### config.mk
export PLATFORM = sky130hd
export DESIGN_NAME = fetch_sequencer
export DESIGN_NICKNAME = d
export VERILOG_FILES = /design/src/rtl/core_pkg.sv /design/src/rtl/fetch_predecode.sv /design/src/rtl/fetch_sequencer.sv
export SDC_FILE = /design/constraint.sdc
export NUM_CORES = 1
export LEC_CHECK = 0
export ABC_CLOCK_PERIOD_IN_PS = 1900
export CAP_MARGIN = 30
export CORE_MARGIN = 3
export CORE_UTILIZATION = 40
export CTS_BUF_LIST = sky130_fd_sc_hd__clkbuf_2 sky130_fd_sc_hd__clkbuf_4 sky130_fd_sc_hd__clkbuf_8
export CTS_CLUSTER_SIZE = 40
export DETAILED_ROUTE_END_ITERATION = 7
export HOLD_SLACK_MARGIN = 0.03
export PLACE_DENSITY = 0.7
export SLEW_MARGIN = 20
export SYNTH_ARGS = -nofsm -noshare
export SYNTH_HDL_FRONTEND = slang
export SYNTH_SLANG_ARGS = --single-unit
### constraint.sdc
create_clock -name clk -period 1.9 [get_ports clk]
set_input_delay 0.285 -clock clk [delete_from_list [all_inputs] [get_ports clk]]
set_output_delay 0.285 -clock clk [all_outputs]
set_load 0.005 [all_outputs]
### src/rtl/core_pkg.sv
// Shared core definitions: ISA opcodes, bubble encoding and fetch-sequencer states.
package core_pkg;

  localparam int PC_W    = 8;
  localparam int INSTR_W = 8;

  localparam logic [1:0] OP_MOV  = 2'b00;
  localparam logic [1:0] OP_ADDI = 2'b01;
  localparam logic [1:0] OP_NOP  = 2'b10;
  localparam logic [1:0] OP_JUMP = 2'b11;

  localparam logic [7:0] NOP_CODE = 8'b1000_0000;

  typedef enum logic {
    RUN  = 1'b0,
    HALT = 1'b1
  } fetch_state_t;

endpackage

### src/rtl/fetch_predecode.sv
// Combinational pre-decode of a fetched instruction: flags jumps and forms the
// PC-relative target (6-bit signed offset, wraps modulo 2^PC_W).
module fetch_predecode
  import core_pkg::*;
#(
  parameter int PC_W    = core_pkg::PC_W,
  parameter int INSTR_W = core_pkg::INSTR_W
) (
  input  logic [INSTR_W-1:0] instr,
  input  logic [PC_W-1:0]    pc,
  output logic               is_jump,
  output logic [PC_W-1:0]    jump_target
);

  logic [PC_W-1:0] offset;

  assign is_jump     = (instr[7:6] == OP_JUMP);
  assign offset      = {{(PC_W-6){instr[5]}}, instr[5:0]};
  assign jump_target = pc + offset;

endmodule

### src/rtl/fetch_sequencer.sv
// Fetch-stage controller: owns the PC, resolves jumps in fetch, handles stall,
// redirect and end-of-program halt, and loads the IF/ID register.
module fetch_sequencer
  import core_pkg::*;
#(
  parameter int                  PC_W      = core_pkg::PC_W,
  parameter int                  INSTR_W   = core_pkg::INSTR_W,
  parameter int unsigned         MEM_DEPTH = 8,
  parameter logic [INSTR_W-1:0]  NOP_CODE  = core_pkg::NOP_CODE
) (
  input  logic               clk,
  input  logic               Reset,
  input  logic [INSTR_W-1:0] Instruction_Code,
  output logic [PC_W-1:0]    PC,
  input  logic               Stall,
  input  logic               Redirect_Valid,
  input  logic [PC_W-1:0]    Redirect_PC,
  output logic [INSTR_W-1:0] IF_ID_Instr,
  output logic [PC_W-1:0]    IF_ID_PC,
  output logic               IF_ID_Valid,
  output logic               Halted,
  output logic [7:0]         Fetch_Count
);

  fetch_state_t       state, state_nxt;
  logic [PC_W-1:0]    pc_nxt;
  logic [INSTR_W-1:0] instr_nxt;
  logic [PC_W-1:0]    ipc_nxt;
  logic               valid_nxt;
  logic [7:0]         count_nxt;
  logic               is_jump;
  logic [PC_W-1:0]    jump_target;
  logic               at_end;

  fetch_predecode #(
    .PC_W    (PC_W),
    .INSTR_W (INSTR_W)
  ) u_predecode (
    .instr       (Instruction_Code),
    .pc          (PC),
    .is_jump     (is_jump),
    .jump_target (jump_target)
  );

  assign at_end = (32'(PC) >= MEM_DEPTH);
  assign Halted = (state == HALT);

  always_ff @(posedge clk) begin
    if (!Reset) begin
      state       <= RUN;
      PC          <= '0;
      IF_ID_Instr <= NOP_CODE;
      IF_ID_PC    <= '0;
      IF_ID_Valid <= 1'b0;
      Fetch_Count <= 8'd0;
    end else begin
      state       <= state_nxt;
      PC          <= pc_nxt;
      IF_ID_Instr <= instr_nxt;
      IF_ID_PC    <= ipc_nxt;
      IF_ID_Valid <= valid_nxt;
      Fetch_Count <= count_nxt;
    end
  end

  always_comb begin
    state_nxt = state;
    pc_nxt    = PC;
    instr_nxt = IF_ID_Instr;
    ipc_nxt   = IF_ID_PC;
    valid_nxt = IF_ID_Valid;
    count_nxt = Fetch_Count;

    // Redirect is the only way out of HALT and beats a concurrent stall.
    if (Redirect_Valid) begin
      state_nxt = RUN;
      pc_nxt    = Redirect_PC;
      instr_nxt = NOP_CODE;
      valid_nxt = 1'b0;
    end else if (state == RUN && !Stall) begin
      if (at_end) begin
        state_nxt = HALT;
        instr_nxt = NOP_CODE;
        valid_nxt = 1'b0;
      end else if (is_jump) begin
        pc_nxt    = jump_target;
        instr_nxt = NOP_CODE;
        valid_nxt = 1'b0;
      end else begin
        instr_nxt = Instruction_Code;
        ipc_nxt   = PC;
        valid_nxt = 1'b1;
        pc_nxt    = PC + PC_W'(1);
        if (Fetch_Count != 8'hFF) count_nxt = Fetch_Count + 8'd1;
      end
    end
  end

endmodule

**After elaboration in Yosys (flattened, before gate mapping)**

Cells that the tools add are included.

- Add/subtract/negate cells: 3
- Multipliers: 0
- Div/mod/pow operators: 0
- Order comparisons: 1
- Equality and inequality tests: 3
- Shift operators: 0
- Mux-type cells: 8
- Bitwise gates (word level): 5
- Reduce and logical (&&, ||, !) cells: 8

Operators by type and width:

| cell | number |
|---|---|
| 8-bit two-way mux | 6 |
| 8-bit by 1-bit adder with 8-bit output (second input constant) | 2 |
| 8-bit adder | 1 |
| 8-bit by 4-bit greater-or-equal comparator with 1-bit output (second input constant) | 1 |
| 8-bit != test (second input constant) | 1 |
| 1-bit NOT | 5 |
| 5-bit AND reduction | 1 |
| 2-bit AND reduction | 2 |
| 4-bit AND reduction | 1 |
| 2-bit equality test (second input constant) | 1 |
| 1-bit two-way mux | 2 |
| 2-bit != test (second input constant) | 1 |
| 2-bit nonzero test | 1 |
| 2-bit OR reduction | 1 |
| 1-bit logical AND | 1 |
| 1-bit logical NOT | 1 |

- Flip-flop bits (word level): 34
- Bits in latches: 0
- Bits in writable memories: 0
- Bits in read-only memories: 0
- Bits of input ports: 20
- Output and inout port bits: 34
- Logic and storage cells: 34
- Memories: 0

**Depth between registers and ports, before layout**

Gate-level depths: netlist of run 1.

- Depth in word-level cells: 5
- Depth in mapped cells: 10
- Depth with buffers taken out: 9

**Modules after synthesis**

A second synthesis of run 1 with hierarchy kept.

- Cell total of the unflattened synthesis: 213
- Area total of the unflattened synthesis: 1838.0 um^2

By module, submodules not included:

| module | times used | cells each | area each (um^2) | sequential area each (um^2) |
|---|---|---|---|---|
| fetch_sequencer | 1 | 170 | 1500.2 | 680.7 |
| fetch_predecode | 1 | 43 | 337.8 | 0.0 |

**Worst setup path before layout of run 1**

OpenSTA, ideal clock, no wires.

- Kind: input-to-reg
- From: in Instruction_Code[7]
- To: reg PC[5]
- Library setup time: 0.079 ns
- Arrival: 1.794 ns
- Required time: 1.821 ns
- Setup slack: 0.027 ns
- Stages: 8
- Buffers on the path: 1
- Cell sequence: buf_2 and3_1 ha_1 o21ai_0 o21bai_1 a21oi_1 or4_1 o211ai_1

- Word-level cells in the longest chain between the ends: 5

Ends and longest elaborated chain:

| element | RTL line | RTL |
|---|---|---|
| start, declared | fetch_sequencer.sv:13 | `input logic [INSTR_W-1:0] Instruction_Code,` |
| 2-bit equality test | fetch_predecode.sv:17 | `assign is_jump = (instr[7:6] == OP_JUMP);` |
| 8-bit two-way mux | fetch_sequencer.sv:85 | `end else if (is_jump) begin` |
| 8-bit two-way mux | fetch_sequencer.sv:81 | `if (at_end) begin` |
| 8-bit two-way mux | fetch_sequencer.sv:80 | `end else if (state == RUN && !Stall) begin` |
| 8-bit two-way mux | fetch_sequencer.sv:75 | `if (Redirect_Valid) begin` |
| end signal, assigned | fetch_sequencer.sv:58 | `PC <= pc_nxt;` |
| end, declared | fetch_sequencer.sv:14 | `output logic [PC_W-1:0] PC,` |

No other way between the ends. The select of a mux whose other input is x is not followed.
A chain may end at the register's enable or synchronous reset.

**Worst setup path in the final report of run 1**

- From: in Instruction_Code[6]
- To: reg Fetch_Count[3]

- Word-level cells in the longest chain between the ends: 3

Ends and longest elaborated chain:

| element | RTL line | RTL |
|---|---|---|
| 2-bit equality test | fetch_predecode.sv:17 |  |
| 1-bit NOT (no source line) | - |  |
| 5-bit AND reduction (no source line) | - |  |
| end signal, assigned | fetch_sequencer.sv:62 | `Fetch_Count <= count_nxt;` |
| end, declared | fetch_sequencer.sv:22 | `output logic [7:0] Fetch_Count` |

No other way between the ends.

==> summary.md, run 1 <==
| Metric | Value |
|---|---|
| Total power divided by cell area | approximately 630 nW/um2 |
| Setup TNS after final layout | 0 ns |
| Floorplan die width | 69.72 um |
| Predominant post-synthesis flop cell | sky130_fd_sc_hd__dfxtp_1 |
| Final min period | ~1.8 ns |
| Critical path capture point type | flip-flop |
| Ratio of cells with drive above 1 in the final layout | around 21% |
| Fraction of registers with async set or reset after synthesis | 0% |
| Initial antenna violation count | 0 |
| Clock tree from TritonCTS | built |
| Placement row count | 22 |
| Detailed Route WL | 4291 um |
| Maximum clock frequency | about 570 MHz |
| Total setup violations reported at the end of the flow | 0 |
| Total routing usage reported by global routing | ~18% |
| Proportion of synthesized chip area in sequential cells | about two fifths |
| Post-detailed-placement half-perimeter wirelength | 3181 um |
| Synthesized instance count | roughly 190 |
| Clock edge transition at the registers on the reported setup and hold paths | roughly 0.070 ns |
| Setup repair after global routing missed its margin | no |
| Post-detailed-route via-to-cell ratio | roughly 5.3 |
| Number of enable-type register cells in the synthesized netlist | 0 |
| CP required | between 2 and 2.5 ns |
| Count of final max-slew check failures | 0 |
| TritonCTS buffer count | 5 |
| H-tree depth reported by CTS | 2 |
| Antenna-violating nets left | 0 |
| Number of library cell types mapped by synthesis | 39 |
| Antenna Cells | 0 |
| Via Count | 1,697 |
| CTS Sinks | 34 |
| Leakage power | about 1.0 nW |
| Buffer type at the clock tree root | sky130_fd_sc_hd__clkbuf_8 |
| Setup clock skew after layout | 0.004381 ns |
| CP Max Fanout | 5 |
| Worst Path Arrival | ~2.0 ns |
| Run status | complete, no violations |
| Routed wire length per instance | approximately 13 um |
| Register bit total from synthesis | 34 |
| Number of global-route vias before repair | between 1.5k and 2k |
| Filler cell count | approximately 350 |
| Max-cap violations | 0 |
| Number of primary I/O pins | 54 |
| Clock Path Buffers | 2 |
| Classification of the worst-slack hold path | input port to flip-flop |
| Number of warnings issued by yosys | 0 |
| Area growth syn-to-layout | 57.40% |
| Kind of start point of the critical path | input port |
| Post-synthesis average cell area | 8.593 um2 |
| Initial cell density of the core | between 40% and 50% |
| First-pass GRT wire length | between 7000 and 8000 um |
| DIE HEIGHT | roughly 70 um |
| Final worst path period share | ~92% |
| Final GP Congestion | 0.7997 |
| Critical setup path kind | input port to flip-flop |
| Worst slew margin | between 70% and 80% |
| Detailed Route Iter0 Violations | 86 |
| Net count after synthesis | 216 |
| Count of TritonRoute iterations in the first routing pass | 4 |
| Die area | around 4900 um2 |
| Drt drc | 0 |
| Core area | 3799 um2 |
| Clock latency on the worst-skew pair | 0.29 ns |
| Number of buffer cells added on primary ports | 53 |
| Nets | 299 |
| Mapped Area | roughly 1600 um2 |
| Total area of sequential cells | roughly 680 um2 |
| Overflow left after global routing | 0 |
| Largest net degree at the start of global routing | 14 |
| Worst-margin pin slew | about 0.45 ns |
| Total count of hold-check failures in the final report | 0 |
| Multi-input combinational cell area | about 930 um2 |
| Overall power of the completed layout | 0.001621 W |
| Peak ir drop on the vdd network | 0.4870 mV |
where the power goes:
group / total (W) / internal, W / switching, W
Combinational: 0.000292 / 0.000163 / 0.000129
Clock: 0.000572 / 0.000307 / 0.000265
Sequential: 0.000757 / 0.000732 / 0.0000252
metal layers:
metal	part of all wire [%]	wire length [um]	GRT usage, %
met1	47	2030	23.63
met2	47	1996	28.81
met3	4.5	192	3.913
met4	1.7	71	7.660
met5	0	0	0
logic make-up (layout without fill, tap and decap cells):
logic type	Yosys count	count (layout)	share of synthesized area, %
AO/OA/AOI/OAI	47	47	19.80
XOR/XNOR	2	2	1.079
adder cells (fa/ha/maj)	7	7	5.855
buffers and inverters	15	99	4.468
flip-flops	34	34	41.91
multiplexers	4	4	2.465
AND/OR/NAND/NOR	80	80	24.42
synth_stat cells, types with 2 or more instances:
| cell | number | share of area, % |
|---|---|---|
| sky130_fd_sc_hd__a211oi_1 | 4 | 1.8 |
| sky130_fd_sc_hd__a21o_1 | 2 | 0.92 |
| sky130_fd_sc_hd__a21oi_1 | 14 | 4.3 |
| sky130_fd_sc_hd__a22oi_1 | 6 | 2.8 |
| sky130_fd_sc_hd__a311oi_1 | 2 | 1.1 |
| sky130_fd_sc_hd__and3_1 | 9 | 3.5 |
| sky130_fd_sc_hd__buf_6 | 2 | 1.4 |
| sky130_fd_sc_hd__clkbuf_1 | 5 | 1.2 |
| sky130_fd_sc_hd__dfxtp_1 | 34 | 42 |
| sky130_fd_sc_hd__ha_1 | 6 | 4.6 |
| sky130_fd_sc_hd__inv_1 | 7 | 1.6 |
| sky130_fd_sc_hd__mux2i_1 | 4 | 2.5 |
| sky130_fd_sc_hd__nand2_1 | 13 | 3.0 |
| sky130_fd_sc_hd__nand3_1 | 7 | 2.2 |
| sky130_fd_sc_hd__nor2_1 | 30 | 6.9 |
| sky130_fd_sc_hd__nor3_1 | 5 | 1.5 |
| sky130_fd_sc_hd__nor4_1 | 2 | 0.77 |
| sky130_fd_sc_hd__o211ai_1 | 2 | 0.92 |
| sky130_fd_sc_hd__o21ai_0 | 9 | 2.8 |
| sky130_fd_sc_hd__o31ai_1 | 2 | 0.92 |
| sky130_fd_sc_hd__or3_1 | 3 | 1.2 |
| sky130_fd_sc_hd__or4_1 | 4 | 1.8 |
placed cells by master (no fill, tap or decap), drive strengths merged, types with 2 or more instances in the layout:
cell	synthesis	routed
buf	3	31
dlymetal6s2s	0	3
dfxtp	34	34
a21oi	14	14
or3	3	3
a311oi	2	2
mux2i	4	4
and3	9	9
clkdlybuf4s50	0	45
o211ai	2	2
nand3	8	8
a22oi	6	6
inv	7	7
ha	6	6
o31ai	2	2
a21o	2	2
nor4	2	2
dlygate4sd2	0	3
clkbuf	5	8
o21ai	9	9
or4	4	4
a211oi	4	4
nand2	13	13
nor3	6	6
nor2	30	30
cell type report:
class / count / area share, %
tap: 48 / 2.349
inverter: 7 / 1.028
clock inverter: 1 / 0.1958
sequential: 34 / 26.63
multi-input combinational: 140 / 36.32
clock buffer: 7 / 3.524
timing repair buffer: 84 / 29.96
timing repair:
action	4_1_cts	5_1_grt
gates cloned	0	0
gates resized for setup	15	11
pin swaps	5	6
endpoints found under the setup margin	11	11
hold buffers	0	0
buffers inserted	0	1
critical path, cell delays in order:
cell and delay, ns:
sky130_fd_sc_hd__clkdlybuf4s15_1 0.24, sky130_fd_sc_hd__buf_4 0.18, sky130_fd_sc_hd__a2111oi_4 0.29, sky130_fd_sc_hd__nand3_2 0.16
sky130_fd_sc_hd__a21o_1 0.21, sky130_fd_sc_hd__buf_4 0.13, sky130_fd_sc_hd__or3_1 0.33, sky130_fd_sc_hd__a21oi_1 0.13
registers in the layout, summed over array words and instances (netlist names):
name / cells
Fetch_Count: 8
IF_ID_Instr: 8
IF_ID_PC: 8
PC: 8
Halted: 1
IF_ID_Valid: 1
path summary, 6_finish.rpt:
kind              slack [ns]                 from        endpoint  depth (start not counted)
setup / recovery        0.15  Instruction_Code[6]  Fetch_Count[3]                          8
hold / removal          0.31  Instruction_Code[1]  IF_ID_Instr[1]                          3
hold reg to reg         0.45       IF_ID_Instr[6]  IF_ID_Instr[6]                          2
setup reg to reg        0.17                PC[3]           PC[5]                          6
through the flow:
stage / hold slack (ns) / utilization [%] / setup WS (ns) / std cells / instance area (um2)
after floorplan: 0.4210 / - / 0.02745 / 189 / 1624
after global placement: 0.4429 / 63.01 / -0.4028 / 312 / 2394
after detailed placement: 0.4502 / 63.01 / -0.4240 / 312 / 2394
after CTS: 0.4076 / 66.44 / 0.006666 / 320 / 2524
after global routing: 0.3920 / 67.29 / 0.01472 / 321 / 2556
final: 0.3135 / 67.29 / 0.1492 / 321 / 2556
(Power assumes the default switching activity.)
==> run 2: changes to the inputs <==
--- a/config.mk
+++ b/config.mk
@@ -14,6 +14,7 @@
 export DETAILED_ROUTE_END_ITERATION = 7
 export HOLD_SLACK_MARGIN = 0.03
 export PLACE_DENSITY = 0.7
+export RECOVER_POWER = 25
 export SLEW_MARGIN = 20
 export SYNTH_ARGS = -nofsm -noshare
 export SYNTH_HDL_FRONTEND = slang
==> run 2 against run 1 <==
Effect of this change:
- final area is 0.15% lower
- routed wire length increased by 0.28%
- clock-buffer cell count is the same
- clock skew about the same
- final cell count unchanged
- die area unchanged
- worst setup slack about the same
- critical endpoint unchanged
- highest routed layer unchanged
==> summary.md, run 2 (synthesis results as in run 1) <==
| Metric | Value |
|---|---|
| Total count of hold-check failures in the final report | 0 |
| Clock tree from TritonCTS | built |
| Buffer type at the clock tree root | sky130_fd_sc_hd__clkbuf_8 |
| Startpoint of the worst register-to-register path | PC[3] |
| Share of power burned in combinational logic | 17.9% |
| Kind of start point of the critical path | input port |
| CP required | approximately 2.1 ns |
| Via Count | between 1.5k and 2k |
| Die area | a little under 5000 um2 |
| Number of global-route vias before repair | ~1.6k |
| CP Max Fanout | 5 |
| Antenna-violating nets left | 0 |
| TritonCTS buffer count | 5 |
| Setup TNS after final layout | 0 ns |
| Sequential Power Share | 46.8% |
| Most common cell after layout, fill and taps aside | sky130_fd_sc_hd__clkdlybuf4s50_1 |
| Critical path capture point type | flip-flop |
| Post-detailed-placement half-perimeter wirelength | between 3000 and 4000 um |
| Clock edge transition at the registers on the reported setup and hold paths | approximately 0.07 ns |
| Final GP Congestion | between 0.7 and 0.8 |
| Largest net degree at the start of global routing | 14 |
| Max-cap violations | 0 |
| Overflow left after global routing | 0 |
| Total power divided by cell area | 634.3 nW/um2 |
| Number of standard cells in the layout, taps in and fillers out | 321 |
| Number of cells on the worst hold path | 3 |
| Floorplan die width | about 70 um |
| Count of final max-slew check failures | 0 |
| Number of primary I/O pins | 54 |
| Setup repair after global routing missed its margin | no |
| Number of buffer cells added on primary ports | 53 |
| Final worst path period share | 92.13% |
| Critical setup path kind | input port to flip-flop |
| Total routing usage reported by global routing | 18.11% |
| Total setup violations reported at the end of the flow | 0 |
| Antenna Cells | 0 |
| Area growth syn-to-layout | 57.16% |
| Clock share of power | between 30% and 40% |
| Fraction of power spent switching nets | 25.91% |
| Worst slew margin | 70.40% |
| Leakage power | 1.076 nW |
| Worst-margin pin slew | between 0.4 and 0.5 ns |
| Internal reg-to-reg setup slack | 0.17 ns |
| Ratio of cells with drive above 1 in the final layout | around 20% |
| Initial cell density of the core | a little over two fifths |
| Placement row count | 22 |
| H-tree depth reported by CTS | 2 |
| Utilization of the core after routing | 67.19% |
| Post-detailed-route via-to-cell ratio | approximately 5.3 |
| Placed cells | between 300 and 400 |
| Reg2reg path depth | 6 |
| Detailed Route Iter0 Violations | around 110 |
| Detailed Route WL | approximately 4300 um |
| Count of TritonRoute iterations in the first routing pass | 4 |
| Internal power contribution | between 0.001 and 0.0015 W |
| Worst Path Arrival | a little under 2 ns |
| DIE HEIGHT | 69.72 um |
| Routed wire length per instance | around 13 um |
| First-pass GRT wire length | slightly above 7000 um |
| Run status | complete, no violations |
| Classification of the worst-slack hold path | input port to flip-flop |
| Worst hold slack | around 0.32 ns |
| Clock latency on the worst-skew pair | between 0.2 and 0.3 ns |
| Startpoint of the most critical hold path | Instruction_Code[1] |
| Core area | 3799 um2 |
| WHS Endpoint | IF_ID_Instr[1] |
| Clock Path Buffers | 2 |
| CTS Sinks | 34 |
| Reported net switching power | between 0.0004 and 0.0005 W |
| Peak ir drop on the vdd network | roughly 0.49 mV |
| Commonest non-fill, non-tap cells in the layout | sky130_fd_sc_hd__clkdlybuf4s50_1 (35), sky130_fd_sc_hd__dfxtp_1 (34), sky130_fd_sc_hd__nor2_1 (30) |
| Nets | ~300 |
| Final min period | roughly 1.8 ns |
| Setup clock skew after layout | between 0.004 and 0.005 ns |
| Drt drc | 0 |
| R2r endpoint | PC[5] |
| Maximum clock frequency | between 500 and 600 MHz |
| Initial antenna violation count | 0 |
==> run 2: cell types whose count changed in the layout (fill, tap and decap cells not counted) <==
cell	change
sky130_fd_sc_hd__buf_4	-1
sky130_fd_sc_hd__clkbuf_1	+1
sky130_fd_sc_hd__clkdlybuf4s50_1	-10
sky130_fd_sc_hd__dlygate4sd3_1	+10
==> run 2: worst max-delay path: stages <==
cell and delay, ns:
sky130_fd_sc_hd__clkdlybuf4s15_1 0.24, sky130_fd_sc_hd__buf_4 0.18, sky130_fd_sc_hd__a2111oi_4 0.29, sky130_fd_sc_hd__nand3_2 0.16, sky130_fd_sc_hd__a21o_1 0.21, sky130_fd_sc_hd__buf_4 0.13
sky130_fd_sc_hd__or3_1 0.33, sky130_fd_sc_hd__a21oi_1 0.13
==> run 2: worst max-delay path by stage <==
stage / from / endpoint / depth (start not counted)
after floorplan: Instruction_Code[7] / PC[5] / 8
after global placement: Instruction_Code[6] / PC[7] / 9
after detailed placement: Instruction_Code[6] / Fetch_Count[7] / 7
after CTS: Instruction_Code[1] / PC[5] / 9
after global routing: Instruction_Code[6] / Fetch_Count[3] / 8
final: Instruction_Code[6] / Fetch_Count[3] / 8
==> run 2: final cells by class <==
class	count	area, um2
Clock buffer	7	90.09
Fill cell	348	1246
Timing Repair Buffer	84	762.0
Tap cell	48	60.06
Sequential cell	34	680.7
Multi-Input combinational cell	140	928.4
Clock inverter	1	5.005
Inverter	7	26.28
==> run 2: power by group through the flow <==
stage	Sequential [W]	Combinational (W)	Clock (W)
CTS	0.000756	0.000288	0.000579
global placement	0.000771	0.000278	0
global route	0.000760	0.000319	0.000602
detailed placement	0.000771	0.000279	0
floorplan	0.000769	0.000124	0
finish	0.000757	0.000290	0.000572
==> run 2: repair_timing <==
item	in CTS	in global routing
pin swaps	5	6
resized for setup	15	11
buffers inserted	0	1
setup endpoints to repair	11	11
hold buffers	0	0
endpoints found under the hold margin	0	0
==> run 2: metal layers <==
| metal | vias up | share of wire (%) | global-route usage (%) | wire [um] |
|---|---|---|---|---|
| met5 | - | 0 | 0 | 0 |
| met4 | 0 | 1.7 | 7.660 | 71 |
| met3 | 7 | 4.0 | 3.913 | 174 |
| met2 | 37 | 47 | 28.81 | 2009 |
| met1 | 795 | 48 | 23.63 | 2048 |
| li1 | 860 | - | - | - |
==> run 2: through the flow <==
step,instance area [um2],total power (W),worst slack [ns]
after detailed placement,2394,0.001051,-0.4240
final,2552,0.001619,0.1495
after global placement,2394,0.001049,-0.4028
after global routing,2552,0.001681,0.01473
after CTS,2524,0.001623,0.006666
after floorplan,1624,0.0008926,0.02745
==> run 3: changes to the inputs <==
--- a/config.mk
+++ b/config.mk
@@ -19,3 +19,4 @@
 export SYNTH_ARGS = -nofsm -noshare
 export SYNTH_HDL_FRONTEND = slang
 export SYNTH_SLANG_ARGS = --single-unit
+export TNS_END_PERCENT = 30
==> run 3 against run 2 <==
Effect of this change:
- final cell count stayed put
- hold slack lost 0.0024 ns
- clock power about the same
- clock-buffer cell count is the same
- power grew 0.12%
- clock skew hardly changed
- critical path type unchanged
- sequential power about the same
- largest power group unchanged
- worst setup slack worse by 0.027 ns
- critical path depth unchanged
- final area barely moved
==> summary.md, run 3 (synthesis results as in run 1) <==
| Metric | Value |
|---|---|
| Internal reg-to-reg setup slack | around 0.17 ns |
| Drt drc | 0 |
| Setup repair after global routing missed its margin | yes |
| Placed cells | about 310 |
| Antenna-violating nets left | 0 |
| Floorplan die width | between 60 and 70 um |
| Core area | around 3800 um2 |
| Ratio of cells with drive above 1 in the final layout | between 20 and 25% |
| DIE HEIGHT | 69.72 um |
| Total power divided by cell area | 634.4 nW/um2 |
| Routed wire length per instance | approximately 13 um |
| Critical path capture point type | flip-flop |
| Number of primary I/O pins | 54 |
| Commonest non-fill, non-tap cells in the layout | sky130_fd_sc_hd__clkdlybuf4s50_1 (43), sky130_fd_sc_hd__dfxtp_1 (34), sky130_fd_sc_hd__nor2_1 (30), sky130_fd_sc_hd__buf_4 (30), sky130_fd_sc_hd__nand2_1 (13) |
| WHS Endpoint | IF_ID_Instr[1] |
| Share of power burned in combinational logic | between 10% and 20% |
| Area growth syn-to-layout | 57.32% |
| Detailed Route Iter0 Violations | 86 |
| Count of TritonRoute iterations in the first routing pass | 4 |
| Total routing usage reported by global routing | between 10% and 20% |
| Worst slew margin | ~70% |
| Number of cells on the worst hold path | 3 |
| Max-cap violations | 0 |
| Cell area reported after detailed placement | between 2000 and 2500 um2 |
| Clock Path Buffers | 2 |
| Startpoint of the worst register-to-register path | PC[3] |
| Initial antenna violation count | 0 |
| Startpoint of the most critical hold path | Instruction_Code[1] |
| Via Count | 1,694 |
| Sequential Power Share | 46.7% |
| Buffer type at the clock tree root | sky130_fd_sc_hd__clkbuf_8 |
| Clock edge transition at the registers on the reported setup and hold paths | 0.07 ns |
| Kind of start point of the critical path | input port |
| Clock tree from TritonCTS | built |
| Peak ir drop on the vdd network | 0.4881 mV |
| Overall power of the completed layout | about 0.0016 W |
| Fraction of power spent switching nets | ~26% |
| H-tree depth reported by CTS | 2 |
| CTS Sinks | 34 |
| Reg2reg path depth | 6 |
| First-pass GRT wire length | ~7200 um |
| Placement row count | 22 |
| Fin worst setup slack | 0.1230 ns |
| Die area | between 4000 and 5000 um2 |
| CP required | around 2.1 ns |
| Internal power contribution | between 0.001 and 0.0015 W |
| Post-detailed-placement half-perimeter wirelength | about 3200 um |
| Number of global-route vias before repair | 1,571 |
| Detailed Route WL | about 4300 um |
| Maximum clock frequency | 562.7 MHz |
| Filler cell count | ~350 |
| Reported net switching power | about 0.00042 W |
| Nets | between 200 and 300 |
| Largest net degree at the start of global routing | 14 |
| Count of final max-slew check failures | 0 |
| Final worst path period share | between 90 and 100% |
| Final min period | between 1.5 and 2 ns |
| Antenna Cells | 0 |
| Post-detailed-route via-to-cell ratio | approximately 5.3 |
| Total setup violations reported at the end of the flow | 0 |
| Clock latency on the worst-skew pair | a little under 0.3 ns |
| Run status | complete, no violations |
| Clock share of power | between 30% and 40% |
| Total count of hold-check failures in the final report | 0 |
| R2r endpoint | PC[5] |
| CP Max Fanout | 5 |
| TritonCTS buffer count | 5 |
| Leakage power | about 1.1 nW |
| Worst Path Arrival | 1.99 ns |
| Overflow left after global routing | 0 |
| Critical setup path kind | input port to flip-flop |
| Final GP Congestion | roughly 0.8 |
| Worst-margin pin slew | 0.4462 ns |
| Classification of the worst-slack hold path | input port to flip-flop |
| Most common cell after layout, fill and taps aside | sky130_fd_sc_hd__clkdlybuf4s50_1 |
| Setup clock skew after layout | roughly 0.0047 ns |
| Number of buffer cells added on primary ports | 53 |
| Initial cell density of the core | a little over two fifths |
| Final Instance Area | approximately 2600 um2 |
| Worst Setup Slack post-DPL | -0.4240 ns |
| Number of standard cells in the layout, taps in and fillers out | around 320 |
| Utilization of the core after routing | 67.26% |
-- run 3: changes by cell type in the layout (fill, tap and decap cells not counted), sizes merged --
| cell | previous run | this run |
|---|---|---|
| buf | 30 | 31 |
| dlygate4sd2 | 3 | 4 |
| clkdlybuf4s50 | 35 | 43 |
| clkbuf | 9 | 8 |
| clkdlybuf4s15 | 1 | 0 |
| dlygate4sd3 | 10 | 2 |
-- run 3: how the worst max path moves through the flow --
stage	start	endpoint
after global placement	Instruction_Code[6]	PC[7]
after floorplan	Instruction_Code[7]	PC[5]
after global routing	Instruction_Code[6]	Fetch_Count[3]
final	Instruction_Code[6]	Fetch_Count[3]
after detailed placement	Instruction_Code[6]	Fetch_Count[7]
after CTS	Instruction_Code[1]	PC[5]
-- run 3: power by group through the flow --
stage | logic (W) | registers (W) | clock network (W)
detailed placement | 0.000279 | 0.000771 | 0
floorplan | 0.000124 | 0.000769 | 0
finish | 0.000292 | 0.000757 | 0.000572
global route | 0.000321 | 0.000760 | 0.000602
CTS | 0.000288 | 0.000756 | 0.000579
global placement | 0.000278 | 0.000771 | 0
-- run 3: worst max-delay path: stages --
cell and delay (ns):
sky130_fd_sc_hd__dlygate4sd2_1 0.28, sky130_fd_sc_hd__buf_4 0.16, sky130_fd_sc_hd__a2111oi_4 0.29, sky130_fd_sc_hd__nand3_2 0.16, sky130_fd_sc_hd__a21o_1 0.21, sky130_fd_sc_hd__buf_4 0.13, sky130_fd_sc_hd__or3_1 0.33, sky130_fd_sc_hd__a21oi_1 0.13
-- run 3: per-layer routing --
layer / track usage, % / vias to the layer above / routed length [um]
met4: 7.660 / 0 / 71
met5: 0 / - / 0
met2: 28.81 / 39 / 1996
li1: - / 860 / -
met1: 23.63 / 788 / 2029
met3: 3.913 / 7 / 192
-- run 3: per-stage QoR --
stage / hold WS, ns / setup TNS (ns)
after floorplan: 0.4210 / 0
after global placement: 0.4429 / -4.465
after detailed placement: 0.4502 / -5.074
after CTS: 0.4076 / 0
after global routing: 0.3920 / -0.001228
final: 0.3136 / 0
-- run 3: layout make-up --
class                      instances  area [um2]  area share, %
clock buffer                       7       90.09          3.526
clock inverter                     1       5.005         0.1959
inverter                           7       26.28          1.028
multi-input combinational        140       928.4          36.34
sequential                        34       680.7          26.64
tap                               48       60.06          2.351
timing repair buffer              84       764.5          29.92
-- run 3: what timing repair did --
action / in CTS / in global routing
hold buffers: 0 / 0
gates resized for setup: 15 / 10
buffers inserted: 0 / 1
pin swaps: 5 / 6
endpoints found under the setup margin: 11 / 11
cloned: 0 / 0
